[src/rtl/i2c_pkg.sv]
// Shared definitions for the I2C target register block: FSM state codes,
// bus ACK/NACK levels, out-of-range read value and a pointer range helper.
package i2c_pkg;

    typedef logic [3:0] state_t;

    localparam state_t ST_IDLE    = 4'd0;
    localparam state_t ST_DEVADDR = 4'd1;
    localparam state_t ST_DEVACK  = 4'd2;
    localparam state_t ST_REGPTR  = 4'd3;
    localparam state_t ST_PTRACK  = 4'd4;
    localparam state_t ST_WDATA   = 4'd5;
    localparam state_t ST_WDACK   = 4'd6;
    localparam state_t ST_RDATA   = 4'd7;
    localparam state_t ST_RDACK   = 4'd8;

    localparam logic I2C_ACK  = 1'b0;
    localparam logic I2C_NACK = 1'b1;

    localparam logic [7:0] RD_OOR_VAL = 8'hFF;

    function automatic logic in_range(input logic [7:0] idx, input int depth);
        return int'(idx) < depth;
    endfunction

endpackage

[src/rtl/i2c_line_cond.sv]
// Conditions one asynchronous I2C line: 2-flop synchronizer, optional 4-sample
// stability filter (I2C_GLITCH_FILTER_EN), and rise/fall detection.
module i2c_line_cond (
    input  logic clk,
    input  logic rst_n,
    input  logic line,
    output logic level,
    output logic rise,
    output logic fall
);

    logic [1:0] sync;
    logic       prev;

    // Reset to 1 so an idle bus produces no edge when reset is released.
    always_ff @(posedge clk or negedge rst_n) begin
        if (!rst_n) begin
            sync <= 2'b11;
        end else begin
            // NOTE: non-blocking assignment keeps this a true two-stage shift.
            sync <= {sync[0], line};
        end
    end

`ifdef I2C_GLITCH_FILTER_EN
    logic [1:0] diff_cnt;
    logic       filt;

    // Output follows only after four consecutive samples disagree with it.
    always_ff @(posedge clk or negedge rst_n) begin
        if (!rst_n) begin
            filt     <= 1'b1;
            diff_cnt <= 2'd0;
        end else if (sync[1] == filt) begin
            diff_cnt <= 2'd0;
        end else if (diff_cnt == 2'd3) begin
            filt     <= sync[1];
            diff_cnt <= 2'd0;
        end else begin
            diff_cnt <= diff_cnt + 2'd1;
        end
    end

    assign level = filt;
`else
    assign level = sync[1];
`endif

    always_ff @(posedge clk or negedge rst_n) begin
        if (!rst_n) begin
            prev <= 1'b1;
        end else begin
            prev <= level;
        end
    end

    assign rise = level & ~prev;
    assign fall = ~level & prev;

endmodule

[src/rtl/i2c_target_regs.sv]
// I2C target with an 8-bit register file, write strobe and host read port.
// Build option: I2C_GLITCH_FILTER_EN adds a 4-cycle stability filter on SCL/SDA.
module i2c_target_regs
    import i2c_pkg::*;
#(
    parameter logic [6:0] DEV_ADDR = 7'h3C,
    parameter int         DEPTH    = 16,
    parameter logic [7:0] RST_VAL  = 8'h00
) (
    input  logic                     CLK_50,
    input  logic                     RESET_N,
    input  logic                     SCL_IN,
    input  logic                     SDA_IN,
    output logic                     SDA_OE,
    output logic                     BUSY,
    output logic                     REG_WR_STB,
    output logic [7:0]               REG_WR_ADDR,
    output logic [7:0]               REG_WR_DATA,
    input  logic [$clog2(DEPTH)-1:0] HOST_RADDR,
    output logic [7:0]               HOST_RDATA
);

    localparam int AW = $clog2(DEPTH);

    logic       scl, scl_rise, scl_fall;
    logic       sda, sda_rise, sda_fall;
    logic       start_cond, stop_cond;
    state_t     state;
    logic [3:0] bit_cnt;
    logic [7:0] shift, ptr, ptr_next, rx_byte, rd_cur, rd_nxt;
    logic       ack_drv, ack_ok, rd_first, wr_en;
    logic [7:0] regs [DEPTH];

    i2c_line_cond u_scl (.clk(CLK_50), .rst_n(RESET_N), .line(SCL_IN),
                         .level(scl), .rise(scl_rise), .fall(scl_fall));
    i2c_line_cond u_sda (.clk(CLK_50), .rst_n(RESET_N), .line(SDA_IN),
                         .level(sda), .rise(sda_rise), .fall(sda_fall));

    assign start_cond = scl & sda_fall;
    assign stop_cond  = scl & sda_rise;
    assign rx_byte    = {shift[6:0], sda};
    assign ptr_next   = ptr + 8'd1;
    assign rd_cur     = in_range(ptr, DEPTH)      ? regs[ptr[AW-1:0]]      : RD_OOR_VAL;
    assign rd_nxt     = in_range(ptr_next, DEPTH) ? regs[ptr_next[AW-1:0]] : RD_OOR_VAL;
    assign HOST_RDATA = regs[HOST_RADDR];

    // A data byte commits only on its 8th SCL rise, so aborted bytes never land.
    assign wr_en = !start_cond && !stop_cond && (state == ST_WDATA) && scl_rise
                   && (bit_cnt == 4'd7) && in_range(ptr, DEPTH);

    // NOTE: the register file is reset explicitly, so it maps to flops rather than RAM.
    always_ff @(posedge CLK_50 or negedge RESET_N) begin
        if (!RESET_N) begin
            for (int i = 0; i < DEPTH; i++) regs[i] <= RST_VAL;
        end else if (wr_en) begin
            regs[ptr[AW-1:0]] <= rx_byte;
        end
    end

    always_ff @(posedge CLK_50 or negedge RESET_N) begin
        if (!RESET_N) begin
            state       <= ST_IDLE;
            bit_cnt     <= 4'd0;
            shift       <= 8'd0;
            ptr         <= 8'd0;
            SDA_OE      <= 1'b0;
            BUSY        <= 1'b0;
            REG_WR_STB  <= 1'b0;
            REG_WR_ADDR <= 8'd0;
            REG_WR_DATA <= 8'd0;
            ack_drv     <= 1'b0;
            ack_ok      <= 1'b0;
            rd_first    <= 1'b0;
        end else begin
            REG_WR_STB <= 1'b0;
            if (stop_cond) begin
                state   <= ST_IDLE;
                SDA_OE  <= 1'b0;
                BUSY    <= 1'b0;
                ack_drv <= 1'b0;
            end else if (start_cond) begin
                state   <= ST_DEVADDR;
                bit_cnt <= 4'd0;
                ack_drv <= 1'b0;
            end else begin
                case (state)
                    ST_DEVADDR, ST_REGPTR, ST_WDATA: begin
                        if (scl_fall) SDA_OE <= 1'b0;
                        if (scl_rise) begin
                            shift   <= rx_byte;
                            bit_cnt <= bit_cnt + 4'd1;
                            if (bit_cnt == 4'd7) begin
                                bit_cnt <= 4'd0;
                                if (state == ST_DEVADDR) begin
                                    if (rx_byte[7:1] == DEV_ADDR) begin
                                        state <= ST_DEVACK;
                                        BUSY  <= 1'b1;
                                    end else begin
                                        state <= ST_IDLE;
                                    end
                                end else if (state == ST_REGPTR) begin
                                    ptr   <= rx_byte;
                                    state <= ST_PTRACK;
                                end else begin
                                    ack_ok      <= in_range(ptr, DEPTH);
                                    REG_WR_STB  <= in_range(ptr, DEPTH);
                                    REG_WR_ADDR <= ptr;
                                    REG_WR_DATA <= rx_byte;
                                    ptr         <= ptr_next;
                                    state       <= ST_WDACK;
                                end
                            end
                        end
                    end
                    ST_DEVACK, ST_PTRACK, ST_WDACK: begin
                        if (scl_fall) begin
                            if (!ack_drv) begin
                                ack_drv <= 1'b1;
                                SDA_OE  <= (state == ST_WDACK) ? ack_ok : 1'b1;
                            end else begin
                                ack_drv <= 1'b0;
                                SDA_OE  <= 1'b0;
                                if (state == ST_DEVACK && shift[0]) begin
                                    shift    <= rd_cur;
                                    SDA_OE   <= ~rd_cur[7];
                                    bit_cnt  <= 4'd0;
                                    rd_first <= 1'b0;
                                    state    <= ST_RDATA;
                                end else if (state == ST_DEVACK) begin
                                    state <= ST_REGPTR;
                                end else begin
                                    state <= ST_WDATA;
                                end
                            end
                        end
                    end
                    ST_RDATA: begin
                        if (scl_rise) bit_cnt <= bit_cnt + 4'd1;
                        if (scl_fall) begin
                            if (rd_first) begin
                                SDA_OE   <= ~shift[7];
                                rd_first <= 1'b0;
                            end else if (bit_cnt == 4'd8) begin
                                SDA_OE  <= 1'b0;
                                bit_cnt <= 4'd0;
                                state   <= ST_RDACK;
                            end else begin
                                SDA_OE <= ~shift[6];
                                shift  <= {shift[6:0], 1'b0};
                            end
                        end
                    end
                    ST_RDACK: begin
                        if (scl_rise) begin
                            if (sda == I2C_ACK) begin
                                ptr      <= ptr_next;
                                shift    <= rd_nxt;
                                rd_first <= 1'b1;
                                bit_cnt  <= 4'd0;
                                state    <= ST_RDATA;
                            end else begin
                                state <= ST_IDLE;
                            end
                        end
                    end
                    default: state <= ST_IDLE;
                endcase
            end
        end
    end

endmodule
[config.mk]
export PLATFORM = sky130hd
export DESIGN_NAME = i2c_target_regs
export DESIGN_NICKNAME = d
export VERILOG_FILES = /design/src/rtl/i2c_pkg.sv /design/src/rtl/i2c_line_cond.sv /design/src/rtl/i2c_target_regs.sv
export SDC_FILE = /design/constraint.sdc
export NUM_CORES = 1
export LEC_CHECK = 0
export CAP_MARGIN = 5
export CORE_MARGIN = 2
export CORE_UTILIZATION = 50
export DETAILED_ROUTE_END_ITERATION = 8
export HOLD_SLACK_MARGIN = 0.12
export PLACE_DENSITY_LB_ADDON = 0.08
export SYNTH_ARGS = -nofsm -noshare
export SYNTH_HDL_FRONTEND = slang
export SYNTH_SLANG_ARGS = --single-unit
[constraint.sdc]
create_clock -name CLK_50 -period 4.12 [get_ports CLK_50]
set_clock_uncertainty 0.1 [all_clocks]
set_input_delay 0.618 -clock CLK_50 [delete_from_list [all_inputs] [get_ports CLK_50]]
set_output_delay 0.618 -clock CLK_50 [all_outputs]
set_load 0.01 [all_outputs]
* Word level (Yosys, flattened, before mapping) *
Cells that the tools add are included.

word-level totals
  register bits after elaboration = 180
  output and inout bits = 27
  logic and storage cells = 229
  bits of input ports = 8

operators by class
  reduce and logical (&&, ||, !) cells = 32
  eq/ne operators = 40
  magnitude comparators = 6
  multiplexer cells = 97
  add/subtract/negate cells = 2
  bitwise gates (word level) = 20

operators with widths
  cell                                                        count
  2-to-1 mux 8 bit                                            24
  bitwise mux 128 bit                                         1
  binary-select mux 8 bit (select 4 bit)                      3
  2-to-1 mux 4 bit                                            23
  2-to-1 mux 1 bit                                            34
  demux 8 bit (select 4 bit)                                  1
  != test 4 bit, second input constant                        8
  case mux 4 bit (4 select lines)                             2
  case mux 8 bit (4 select lines)                             1
  != test 3 bit, second input constant                        9
  AND reduction 8 bit                                         3
  != test 2 bit, second input constant                        11
  equality test 4 x 3 -> 1 bit, second input constant         5
  less-than comparator 8 x 5 -> 1 bit, second input constant  2
  case mux 8 bit (2 select lines)                             1
  >= comparator 5 bit, second input constant                  3
  NOT 4 -> 5 bit                                              3
  AND reduction 12 bit                                        1
  nonzero test 2 bit                                          6
  NOT 1 bit                                                   11
  2-to-1 mux 3 bit                                            3
  AND reduction 9 bit                                         1
  nonzero test 3 bit                                          3
  adder 8 x 1 -> 8 bit, second input constant                 1
  other kinds (19)                                            37

* Logic depth before layout (Yosys ltp) *
Gate-level depths: netlist of the first run.

  depth after elaboration = 12
  gate-level depth with buffers = 14
  mapped depth without buffers = 8

* Cells and area by module *
A second synthesis of the first run with hierarchy kept.

second synthesis, totals
  cells, all modules = 901
  area, all modules = 10918.0 sq um

modules (own cells, without submodules)
  module           instances  seq. area each (sq um)  cells an instance  area each (sq um)
  i2c_target_regs  1          4354.2                  891                10730.3
  i2c_line_cond    2          78.8                    5                  93.8

* Worst setup path before layout of the first run *
Ideal clock, no wire load.

  path kind = reg2reg
  start point = register ptr[1]
  end point = register shift[1]
  library setup time = 121 ps
  setup slack = 509 ps
  clock period less this slack = 3611 ps
  required time = 3899 ps
  buffers on the path = 4
  cell stages (with the launch flop) = 12
  data arrival time = 3390 ps
  cell sequence = dfrtp_1 clkbuf_1 clkbuf_1 inv_1 ha_1 buf_2 buf_1 mux4_2 mux2i_1 o22ai_1 a211o_1 o22a_1

on the way
  longest elaborated chain between the ends = 9
  elaborated cells on any way between the ends = 19
  classes of those cells = add/sub: 1; order compare: 2; mux: 14; bitwise: 2

ends and longest elaborated chain
  element                                                                                         line                                            text
  from (decl)                                                                                     i2c_target_regs.sv:30                           logic [7:0] shift, ptr, ptr_next, rx_byte, rd_cur, rd_nxt;
  from (signal assigned)                                                                          i2c_target_regs.sv:102                          ptr <= rx_byte;
  from (signal assigned)                                                                          i2c_target_regs.sv:109                          ptr <= ptr_next;
  from (signal assigned)                                                                          i2c_target_regs.sv:156                          ptr <= ptr_next;
  adder 8 x 1 -> 8 bit or NOT 4 -> 5 bit (tied branches)                                          i2c_target_regs.sv:42, i2c_target_regs.sv:43
  NOT 4 -> 5 bit (not written as such) or binary-select mux 8 bit (select 4 bit) (tied branches)  i2c_target_regs.sv:44, i2c_target_regs.sv:43
  binary-select mux 8 bit (select 4 bit) or 2-to-1 mux 8 bit (tied branches)                      i2c_target_regs.sv:44, i2c_target_regs.sv:43
  2-to-1 mux 8 bit, on equally long branches (2 in series)                                        i2c_target_regs.sv:44, i2c_target_regs.sv:43
  2-to-1 mux 8 bit, on equally long branches                                                      i2c_target_regs.sv:44, i2c_target_regs.sv:123
  2-to-1 mux 8 bit, on equally long branches                                                      i2c_target_regs.sv:155, i2c_target_regs.sv:117
  2-to-1 mux 8 bit, on equally long branches                                                      i2c_target_regs.sv:154, i2c_target_regs.sv:116
  case mux 8 bit (4 select lines) *                                                               i2c_target_regs.sv:86                           case (state)
  to (signal assigned)                                                                            i2c_target_regs.sv:90                           shift <= rx_byte;
  to (signal assigned)                                                                            i2c_target_regs.sv:149                          shift <= {shift[6:0], 1'b0};
  to (signal assigned)                                                                            i2c_target_regs.sv:157                          shift <= rd_nxt;
  to (decl)                                                                                       i2c_target_regs.sv:30

Mark *: on every way between the ends. The rest lies on a longest branch, timed or not. The select of a mux whose other input is x is not followed.
A chain may end at the register's enable or synchronous reset.

* Worst setup path in the final report of the first run *
  start point = register u_scl.sync[1]
  end point = register regs[2] (netlist name)

on the way
  longest elaborated chain between the ends = 7
  elaborated cells on any way between the ends = 10
  classes of those cells = bitwise: 3; reduce/logical: 7

ends and longest elaborated chain
  element                                      line                                          text
  from (decl)                                  i2c_line_cond.sv:12                           logic [1:0] sync;
  from (signal assigned)                       i2c_line_cond.sv:21                           sync <= {sync[0], line};
  bitwise AND 1 bit, on equally long branches  i2c_target_regs.sv:39, i2c_target_regs.sv:40
  zero test 1 bit                              i2c_target_regs.sv:48                         assign wr_en = !start_cond && !stop_cond && (state == ST_WDATA) && scl_rise
  logical AND 1 bit (2 in series)              i2c_target_regs.sv:48
  logical AND 1 bit *                          i2c_target_regs.sv:48
  logical AND 1 bit * (2 in series)            i2c_target_regs.sv:49                         && (bit_cnt == 4'd7) && in_range(ptr, DEPTH);
  to (signal, indexed assignment)              i2c_target_regs.sv:56                         regs[ptr[AW-1:0]] <= rx_byte;
  to (decl)                                    i2c_target_regs.sv:32                         logic [7:0] regs [DEPTH];

Mark *: on every way between the ends. The rest lies on a longest branch, timed or not.

==> flow_metrics.py, run 1 <==
metrics = {
    "floorplanning": {
        "io_pins": 35,
        "dieArea_sq_um": 22780,
        "die_h_um": 150.9,
        "coreArea_sq_um": 21090,
        "initial_core_util_pct": 51.19,
        "rows": 53,
        "chipWidth_um": 150.9,
    },
    "placement": {
        "pre_cts_ws_ns": 0.6538,
        "gp_congestion": 0.9189,
        "io_buffer_count": 34,
        "place.detailed.hpwl_um": 20500,
    },
    "clocking": {
        "holdBufCountCts": 0,
        "clkSinkCount": 180,
        "cts_root_buf": "clkbuf_16",
        "tritoncts": "yes",
        "cts_max_path_buffers": 2,
        "cts_resized": 0,
        "clk_pin_slew_ns": 0.07,
        "post-cts-setup-buffers": 0,
        "insertion_delay_ns": 0.44,
        "cts_made_buffers": 17,
        "htree_levels": 4,
    },
    "critical_path": {
        "crit_chain": "nor2b_1, nand3_1, nor4_2, nand2_1, nor2_2, buf_4, mux2_2",
        "path_buf_inv": 1,
        "critPathKind": "register to register",
        "cp.arrival_ns": 3.70,
        "crit_path_end_kind": "register",
        "critPathMaxStageDelay_ns": 0.67,
        "crit_family": "simple AND/OR/NAND/NOR gates",
        "cp_slowest_cell": "dfstp_2",
        "cp_max_fo": 15,
        "worstSetupStartpointType": "register",
        "crit_required_ns": 4.34,
        "rrSetupSlack_ns": 0.64,
    },
    "routing": {
        "dr_wl_met3_um": 2189,
        "routed_wirelength_um": 31050,
        "wl_met2_um": 15440,
        "wl_per_cell_um": 27.43,
        "drt_iter0_drc": 771,
        "wl_met1_um": 12370,
        "vias": 7798,
        "drc": 0,
        "drt.antenna.violating_nets": 0,
        "dr.max_layer_used": "met4",
        "post_drt_via_cell_ratio": 6.889,
        "dr.pass1.iters": 5,
    },
    "timing": {
        "timing.final.ws_setup_ns": 0.6398,
        "rsz0062_at_grt": "no",
        "min_period_ns": 3.480,
        "maxSlewHeadroom_pct": 23.68,
        "fmax_mhz": 287.3,
        "worst_pin_slew_ns": 1.137,
        "setup_viol": 0,
        "post-route-period-util_pct": 84.47,
        "finalMaxSlewViolations": 0,
        "finalHoldViolations": 0,
        "fin_setup_tns_ns": 0,
    },
    "synth": {
        "syn_area_sq_um": 10800,
        "synthCells": 822,
        "ys_ff_latch": 180,
        "ys_types": 66,
        "syn_area_per_cell_sq_um": 13.13,
        "yosysSeqAreaShare_pct": 41.79,
        "synth_edf_count": 0,
        "ys_async_sr_fraction_pct": 100.0,
        "ys_warn_count": 0,
        "syn_nets": 836,
        "ys.flop_type": "dfrtp_1",
    },
    "run_status": {
        "outcome": "completed",
    },
    "power_and_ir_drop": {
        "ir_drop_uv": 258.7,
        "leakage_nw": 5.081,
        "power_density_nw_per_um2": 361.9,
    },
    "global_route": {
        "antenna_found_initial": 0,
        "grt_pass1_vias": 7838,
        "grt_usage_pct": 28.72,
        "grt-ovfl-total": 0,
        "grt_pass1_wl_um": 47880,
        "grt_max_degree": 100,
    },
    "cells_and_area": {
        "area_delta_synth_final_pct": 12.29,
        "nNetsFinal": 857,
        "drive_gt1_share_pct": 39.37,
        "final_common_cell": "dfrtp_1",
        "layout_common_cells": "dfrtp_1 (172), mux2_2 (134), mux4_2 (98)",
    },
    "job": {
        "cap_violations": 0,
    },
    "worst_hold_path": {
        "hold_class": "input port to asynchronous set/reset pin",
    },
}
[synthesized netlist by cell type, drive strengths merged (3+ instances only)]
cell type,number,area (sq um)
clkbuf,43,162.7
xor2,4,35.03
nand3,14,70.07
o22a,9,78.83
nand2,45,171.4
nor2b,11,68.82
dfrtp,174,4354
a22oi,10,75.07
mux2,150,1689
or2,4,25.02
a32oi,4,35.03
a31oi,13,81.33
nor2,38,172.7
nand2b,7,43.79
ha,6,75.07
dfstp,6,157.7
nand4,8,50.05
inv,10,37.54
a211o,6,52.55
o22ai,7,50.05
o211ai,3,22.52
xnor2,4,42.55
nor3,15,120.1
a21oi,16,80.08
mux2i,17,170.2
nand3b,3,22.52
mux4,98,2207
a22o,3,26.28
o32a,3,30.03
and2,5,31.28
a211oi,3,35.03
o21ai,25,125.1
buf,24,107.6
and3,5,31.28
[through the flow]
step                instances  area, sq um  hold WS, ns  power [mW]  util (%)
floorplan                 822        10800       0.2224       2.421         -
global placement         1099        11510       0.2469       2.687     54.57
detailed placement       1099        11510       0.2478       2.697     54.57
CTS                      1131        12120       0.2330       4.398     57.47
global route             1131        12120       0.2555       4.567     57.47
finish                   1132        12120       0.1958       4.387     57.48
[power breakdown]
group	leakage [nW]	switching (mW)	total (mW)	internal [mW]
clock network	0.296	0.777	1.70	0.924
logic	2.33	0.390	0.654	0.263
registers	2.45	0.205	2.03	1.83
[path summary, 6_finish.rpt]
path,start,end,depth (start not counted)
min reg2reg,u_sda.sync[0],u_sda.sync[1],0
min in group CLK_50,u_sda.sync[0],u_sda.sync[1],0
max in group asynchronous,RESET_N,regs[101],2
max,u_scl.sync[1],regs[2],7
min,RESET_N,bit_cnt[3],1
max reg2reg,u_scl.sync[1],regs[2],7
[metal layers]
layer  global-route usage (%)  vias to the layer above
met3                    5.271                       81
met5                        0                        -
li1                         -                     3233
met1                    38.72                     4086
met4                    11.50                        0
met2                    46.45                      398
[cell type report]
class	instances	area, sq um
multi-input combinational	565	5978
timing repair buffer	69	631.9
clock buffer	17	425.4
sequential	180	4517
fill	1738	8966
antenna	1	2.502
inverter	10	37.54
clock inverter	15	185.2
tap	275	344.1
[state kept, by name, indices dropped and copies added (netlist names)]
signal and flops:
shift 8, regs 128, REG_WR_STB 1, BUSY 1
bit_cnt 4, SDA_OE 1, ack_ok 1, rd_first 1
ack_drv 1, REG_WR_ADDR 8, state 4, u_sda.prev 1
u_scl.prev 1, REG_WR_DATA 8, ptr 8, u_scl.sync 2
u_sda.sync 2
[logic make-up (layout without fill, tap and decap cells)]
family | Yosys count | count (layout) | synth area share, %
muxes | 265 | 265 | 37.67
DFF | 180 | 180 | 41.79
and+or+nand+nor | 168 | 168 | 8.530
AOI/OAI and AO/OA | 117 | 117 | 7.650
buffers and inverters | 77 | 111 | 2.851
xor gates and xnor gates | 8 | 8 | 0.7186
adders and majority gates | 7 | 7 | 0.7881
other | 0 | 1 | 0
Power figures use the tool's default switching activity.
==> inputs of run 2 (changes only) <==
==> constraint.sdc (replaced) <==
create_clock -name CLK_50 -period 3.2 [get_ports CLK_50]
set_clock_uncertainty 0.1 [all_clocks]
set_input_delay 0.48 -clock CLK_50 [delete_from_list [all_inputs] [get_ports CLK_50]]
set_output_delay 0.48 -clock CLK_50 [all_outputs]
set_load 0.01 [all_outputs]
==> run 2 against run 1 <==
  * Cell area up 2.1%
  * Die area did not move
  * Global-route usage rose by 1.1 points
  * Final cell count increased by 3.1%
  * Wire length rose by 2.8%
  * Combinational power increased by 50%
  * Critical path type unchanged
  * Largest cell class unchanged
==> flow_metrics.py, run 2 (synthesized netlist as in run 1, its figures left out) <==
metrics = {
    "run_status": {
        "outcome": "completed",
    },
    "clocking": {
        "cts_root_buf": "clkbuf_16",
        "cts_max_path_buffers": 2,
        "insertion_delay_ns": 0.43,
        "clk_pin_slew_ns": 0.07,
        "htree_levels": 4,
        "tritoncts": "yes",
        "cts_made_buffers": 17,
        "clkSinkCount": 180,
    },
    "timing": {
        "fmax_mhz": 330.2,
        "setup_viol": 0,
        "maxSlewHeadroom_pct": 19.19,
        "finalMaxSlewViolations": 0,
        "finalHoldViolations": 0,
        "min_period_ns": 3.028,
        "worst_pin_slew_ns": 1.204,
        "rsz0062_at_grt": "no",
        "post-route-period-util_pct": 94.63,
        "fin_setup_tns_ns": 0,
        "hold_slack_ns": 0.2565,
    },
    "global_route": {
        "grt-ovfl-total": 0,
        "grt_usage_pct": 29.80,
        "grt_pass1_wl_um": 49600,
        "grt_max_degree": 70,
        "antenna_found_initial": 0,
        "grt_pass1_vias": 8167,
    },
    "cells_and_area": {
        "multi_input_area_sq_um": 5978,
        "antennaDiodeCount": 0,
        "nNetsFinal": 893,
        "area_delta_synth_final_pct": 14.70,
        "final_common_cell": "dfrtp_1",
        "largest_register": "regs",
        "drive_gt1_share_pct": 41.70,
        "regArea_sq_um": 4517,
        "layout_common_cells": "dfrtp_1 (172), mux2_2 (134), mux4_2 (98)",
        "largest_register_ffs": 128,
        "fillers": 1694,
    },
    "routing": {
        "post_drt_via_cell_ratio": 6.842,
        "drt_iter0_drc": 836,
        "routed_wirelength_um": 31910,
        "vias": 7985,
        "drt.antenna.violating_nets": 0,
        "wl_per_cell_um": 27.34,
        "dr.pass1.iters": 5,
        "drc": 0,
    },
    "critical_path": {
        "crit_family": "compound AO/OA/AOI/OAI gates",
        "cp.depth": 9,
        "crit_path_end_kind": "register",
        "cp_slowest_cell": "dfrtp_4",
        "worstSetupStartpointType": "register",
        "critPathMaxStageDelay_ns": 0.43,
        "r2r_cells": 9,
        "crit_chain": "buf_12, ha_1, xor2_1, buf_4, mux2i_1, a22oi_1, a32oi_1, o21ai_0, o32a_1",
        "cp_max_fo": 69,
        "crit_required_ns": 3.41,
        "cp.arrival_ns": 3.24,
        "critPathKind": "register to register",
        "path_buf_inv": 2,
    },
    "floorplanning": {
        "rows": 53,
        "dieArea_sq_um": 22780,
        "io_pins": 35,
        "die_h_um": 150.9,
        "chipWidth_um": 150.9,
        "coreArea_sq_um": 21090,
        "initial_core_util_pct": 51.19,
    },
    "power_and_ir_drop": {
        "leakage_nw": 5.258,
        "ir_drop_uv": 314.4,
        "clock_power_share_pct": 37.2,
        "power_density_nw_per_um2": 451.1,
        "p_comb_share_pct": 17.5,
        "p_sw_mw": 1.817,
        "seq_power_share_pct": 45.3,
        "cell_internal_pwr_mw": 3.768,
        "swShare_pct": 32.54,
    },
    "worst_hold_path": {
        "worstHoldPathCells": 0,
        "hold_class": "register to register",
    },
    "placement": {
        "io_buffer_count": 34,
        "gp_congestion": 0.9499,
        "place.detailed.hpwl_um": 21740,
    },
    "job": {
        "cap_violations": 0,
    },
}
## run 2: cell count changes in the layout (fill, tap and decap cells not counted), sizes merged
cell,previous run,this run
bufinv,2,0
buf,38,73
dlygate4sd3,0,1
inv,19,16
clkinv,2,7
diode,1,0
## run 2: layout make-up
class | count | share of cell area [%]
Tap cell | 275 | 2.779
Clock inverter | 15 | 1.314
Multi-Input combinational cell | 565 | 48.28
Inverter | 10 | 0.3032
Timing Repair Buffer | 105 | 7.407
Sequential cell | 180 | 36.48
Clock buffer | 17 | 3.436
## run 2: worst paths after layout
path,to,slack (ns),start
worst max register to register,shift[7],0.17,ptr[0]
min in group asynchronous,BUSY,0.49,RESET_N
worst max-delay path,shift[7],0.17,ptr[0]
worst min-delay path,u_scl.sync[1],0.26,u_scl.sync[0]
max in group asynchronous,regs[65],1.74,RESET_N
worst min register to register,u_scl.sync[1],0.26,u_scl.sync[0]
## run 2: power groups by stage
stage                     logic, mW  registers [mW]  clock network (mW)
after global placement        0.946            2.56                   0
after global routing           1.05            2.54                2.23
after detailed placement      0.958            2.57                   0
final                         0.978            2.53                2.08
after CTS                     0.968            2.52                2.12
after floorplan               0.661            2.46                   0
## run 2: repair_timing
action,CTS,global route
endpoints found under the hold margin,45,0
hold buffers,1,0
gates resized for setup,0,0
buffers inserted,0,0
## run 2: routing by layer
metal  wire length [um]  track usage [%]
met4               1151            11.36
met5                  0                0
met1              13000            40.95
met3               2584            5.873
met2              15170            47.30
## run 2: worst register-to-register path: stages (launching register included)
cell and delay [ns]:
dfrtp_4 0.43, buf_12 0.36, ha_1 0.47, xor2_1 0.24
buf_4 0.27, mux2i_1 0.25, a22oi_1 0.11, a32oi_1 0.25
o21ai_0 0.15, o32a_1 0.31
## run 2: per-stage QoR
step	total power, mW	cell area, sq um	std cells	setup slack (ns)	util [%]
2_1_floorplan	3.117	10810	822	0.004036	-
3_3_place_gp	3.508	11780	1134	0.2223	55.88
3_5_place_dp	3.527	11780	1134	0.1779	55.88
4_1_cts	5.605	12380	1167	0.1697	58.72
5_1_grt	5.823	12380	1167	0.05590	58.72
6_report	5.585	12380	1167	0.1720	58.72
==> inputs of run 3 (changes only) <==
--- a/config.mk
+++ b/config.mk
@@ -8,6 +8,7 @@
 export CAP_MARGIN = 5
 export CORE_MARGIN = 2
 export CORE_UTILIZATION = 50
+export CTS_BUF_LIST = sky130_fd_sc_hd__clkbuf_2
 export DETAILED_ROUTE_END_ITERATION = 8
 export HOLD_SLACK_MARGIN = 0.12
 export PLACE_DENSITY_LB_ADDON = 0.08
==> run 3 against run 2 <==
  * Critical path depth fell by 6
  * Critical path type is now register to output pin
  * Register-to-register slack better by 0.07 ns
  * Die area unchanged
  * Highest routed layer unchanged
==> flow_metrics.py, run 3 (synthesized netlist as in run 1, its figures left out) <==
metrics = {
    "worst_hold_path": {
        "hold_class": "register to register",
        "min_to": "u_scl.sync[1]",
        "hp-start": "u_scl.sync[0]",
        "worstHoldPathCells": 0,
    },
    "power_and_ir_drop": {
        "fin_total_pwr_mw": 4.718,
        "power_density_nw_per_um2": 384.6,
        "leakage_nw": 5.278,
        "ir_drop_uv": 222.8,
    },
    "timing": {
        "fmax_mhz": 323.9,
        "min_period_ns": 3.087,
        "fin_setup_tns_ns": 0,
        "maxSlewHeadroom_pct": 19.36,
        "timing.final.ws_setup_ns": 0.1131,
        "rsz0062_at_grt": "no",
        "finalHoldViolations": 0,
        "setup_viol": 0,
        "finalMaxSlewViolations": 0,
        "post-route-period-util_pct": 96.47,
        "worst_pin_slew_ns": 1.201,
    },
    "cells_and_area": {
        "drive_gt1_share_pct": 43.63,
        "nNetsFinal": 920,
        "area_delta_synth_final_pct": 13.63,
        "final_common_cell": "dfrtp_1",
        "final_core_util_pct": 58.17,
        "layout_common_cells": "dfrtp_1 (169), mux2_2 (134), mux4_2 (98)",
        "largest_register_ffs": 128,
        "largest_register": "regs",
        "fin_cells": 1195,
    },
    "global_route": {
        "grt_usage_pct": 30.18,
        "grt_pass1_wl_um": 50060,
        "antenna_found_initial": 1,
        "grt_pass1_vias": 8204,
        "grt_max_degree": 70,
        "grt-ovfl-total": 0,
    },
    "critical_path": {
        "cp_max_fo": 4,
        "critPathKind": "register to output pin",
        "startpoint": "regs[120]",
        "cp.arrival_ns": 2.51,
        "worstSetupStartpointType": "register",
        "crit_required_ns": 2.62,
        "rr_startpoint": "ptr[0]",
        "rrSetupSlack_ns": 0.24,
        "r2r_end": "shift[7]",
        "crit_path_end_kind": "output pin",
        "r2r_cells": 9,
    },
    "placement": {
        "place.detailed.hpwl_um": 21740,
        "placed_cells": 1134,
        "gp_congestion": 0.9499,
        "pre_cts_ws_ns": 0.1779,
        "io_buffer_count": 34,
    },
    "run_status": {
        "outcome": "completed",
    },
    "clocking": {
        "clk_pin_slew_ns": 0.30,
        "htree_levels": 4,
        "cts_max_path_buffers": 2,
        "clkSinkCount": 180,
        "cts_root_buf": "clkbuf_2",
        "tritoncts": "yes",
        "cts_made_buffers": 17,
        "insertion_delay_ns": 0.78,
    },
    "floorplanning": {
        "initial_core_util_pct": 51.19,
        "chipWidth_um": 150.9,
        "rows": 53,
        "io_pins": 35,
        "coreArea_sq_um": 21090,
        "dieArea_sq_um": 22780,
        "die_h_um": 150.9,
    },
    "routing": {
        "post_drt_via_cell_ratio": 6.798,
        "drt.antenna.violating_nets": 0,
        "drc": 0,
        "drt_iter0_drc": 1004,
        "vias": 8124,
        "routed_wirelength_um": 32480,
        "dr.pass1.iters": 5,
        "wl_per_cell_um": 27.18,
    },
    "job": {
        "cap_violations": 0,
    },
}
## run 3: changes by cell type in the layout (fill, tap and decap cells not counted)
| cell | previous run | this run |
|---|---|---|
| dfrtp_1 | 172 | 169 |
| clkbuf_2 | 0 | 19 |
| buf_16 | 0 | 1 |
| dfrtp_2 | 1 | 4 |
| clkdlybuf4s15_1 | 0 | 5 |
| diode_2 | 0 | 1 |
| clkbuf_16 | 17 | 0 |
| dlygate4sd2_1 | 0 | 1 |
| buf_4 | 66 | 89 |
| dlygate4sd3_1 | 1 | 4 |
| clkdlybuf4s50_1 | 31 | 23 |
## run 3: metal layers
metal,GRT usage (%),part of all wire [%]
met5,0,0
met4,10.65,3.5
met3,5.783,8.2
met2,47.82,47
met1,42.02,41
## run 3: area by class of cell
class	count	area, sq um
antenna	1	2.502
clock buffer	17	85.08
clock inverter	15	162.7
fill	1718	8821
inverter	10	37.54
multi-input combinational	565	5978
sequential	180	4521
tap	275	344.1
timing repair buffer	132	1136
## run 3: worst max path at each step
stage	endpoint	slack, ns	depth (start not counted)
floorplan	shift[1]	0.004	12
global placement	HOST_RDATA[6]	0.22	5
detailed placement	HOST_RDATA[5]	0.18	5
CTS	HOST_RDATA[5]	0.01	3
global route	HOST_RDATA[4]	0.01	3
finish	HOST_RDATA[0]	0.11	3
## run 3: worst max-delay path, cell delays in order (launching register included)
cell and delay (ns):
dfrtp_1 0.48, mux4_2 0.47, mux4_2 0.48, dlygate4sd2_1 0.30
## run 3: where the power goes
| group | switching (mW) | internal, mW | total (mW) |
|---|---|---|---|
| sequential | 0.178 | 2.36 | 2.54 |
| clock | 0.931 | 0.259 | 1.19 |
| combinational | 0.614 | 0.375 | 0.989 |
## run 3: timing repair
action | in CTS | in global routing
gates resized for setup | 10 | 10
endpoints found under the setup margin | 8 | 7
hold buffers | 5 | 0
buffers inserted | 21 | 2
hold endpoints to repair | 182 | 0
## run 3: stage by stage
stage               hold slack, ns  cell area [sq um]
floorplan                  0.08441              10810
global placement            0.2472              11780
detailed placement          0.2469              11780
CTS                         0.2764              12250
global route                0.2771              12270
finish                      0.2753              12270
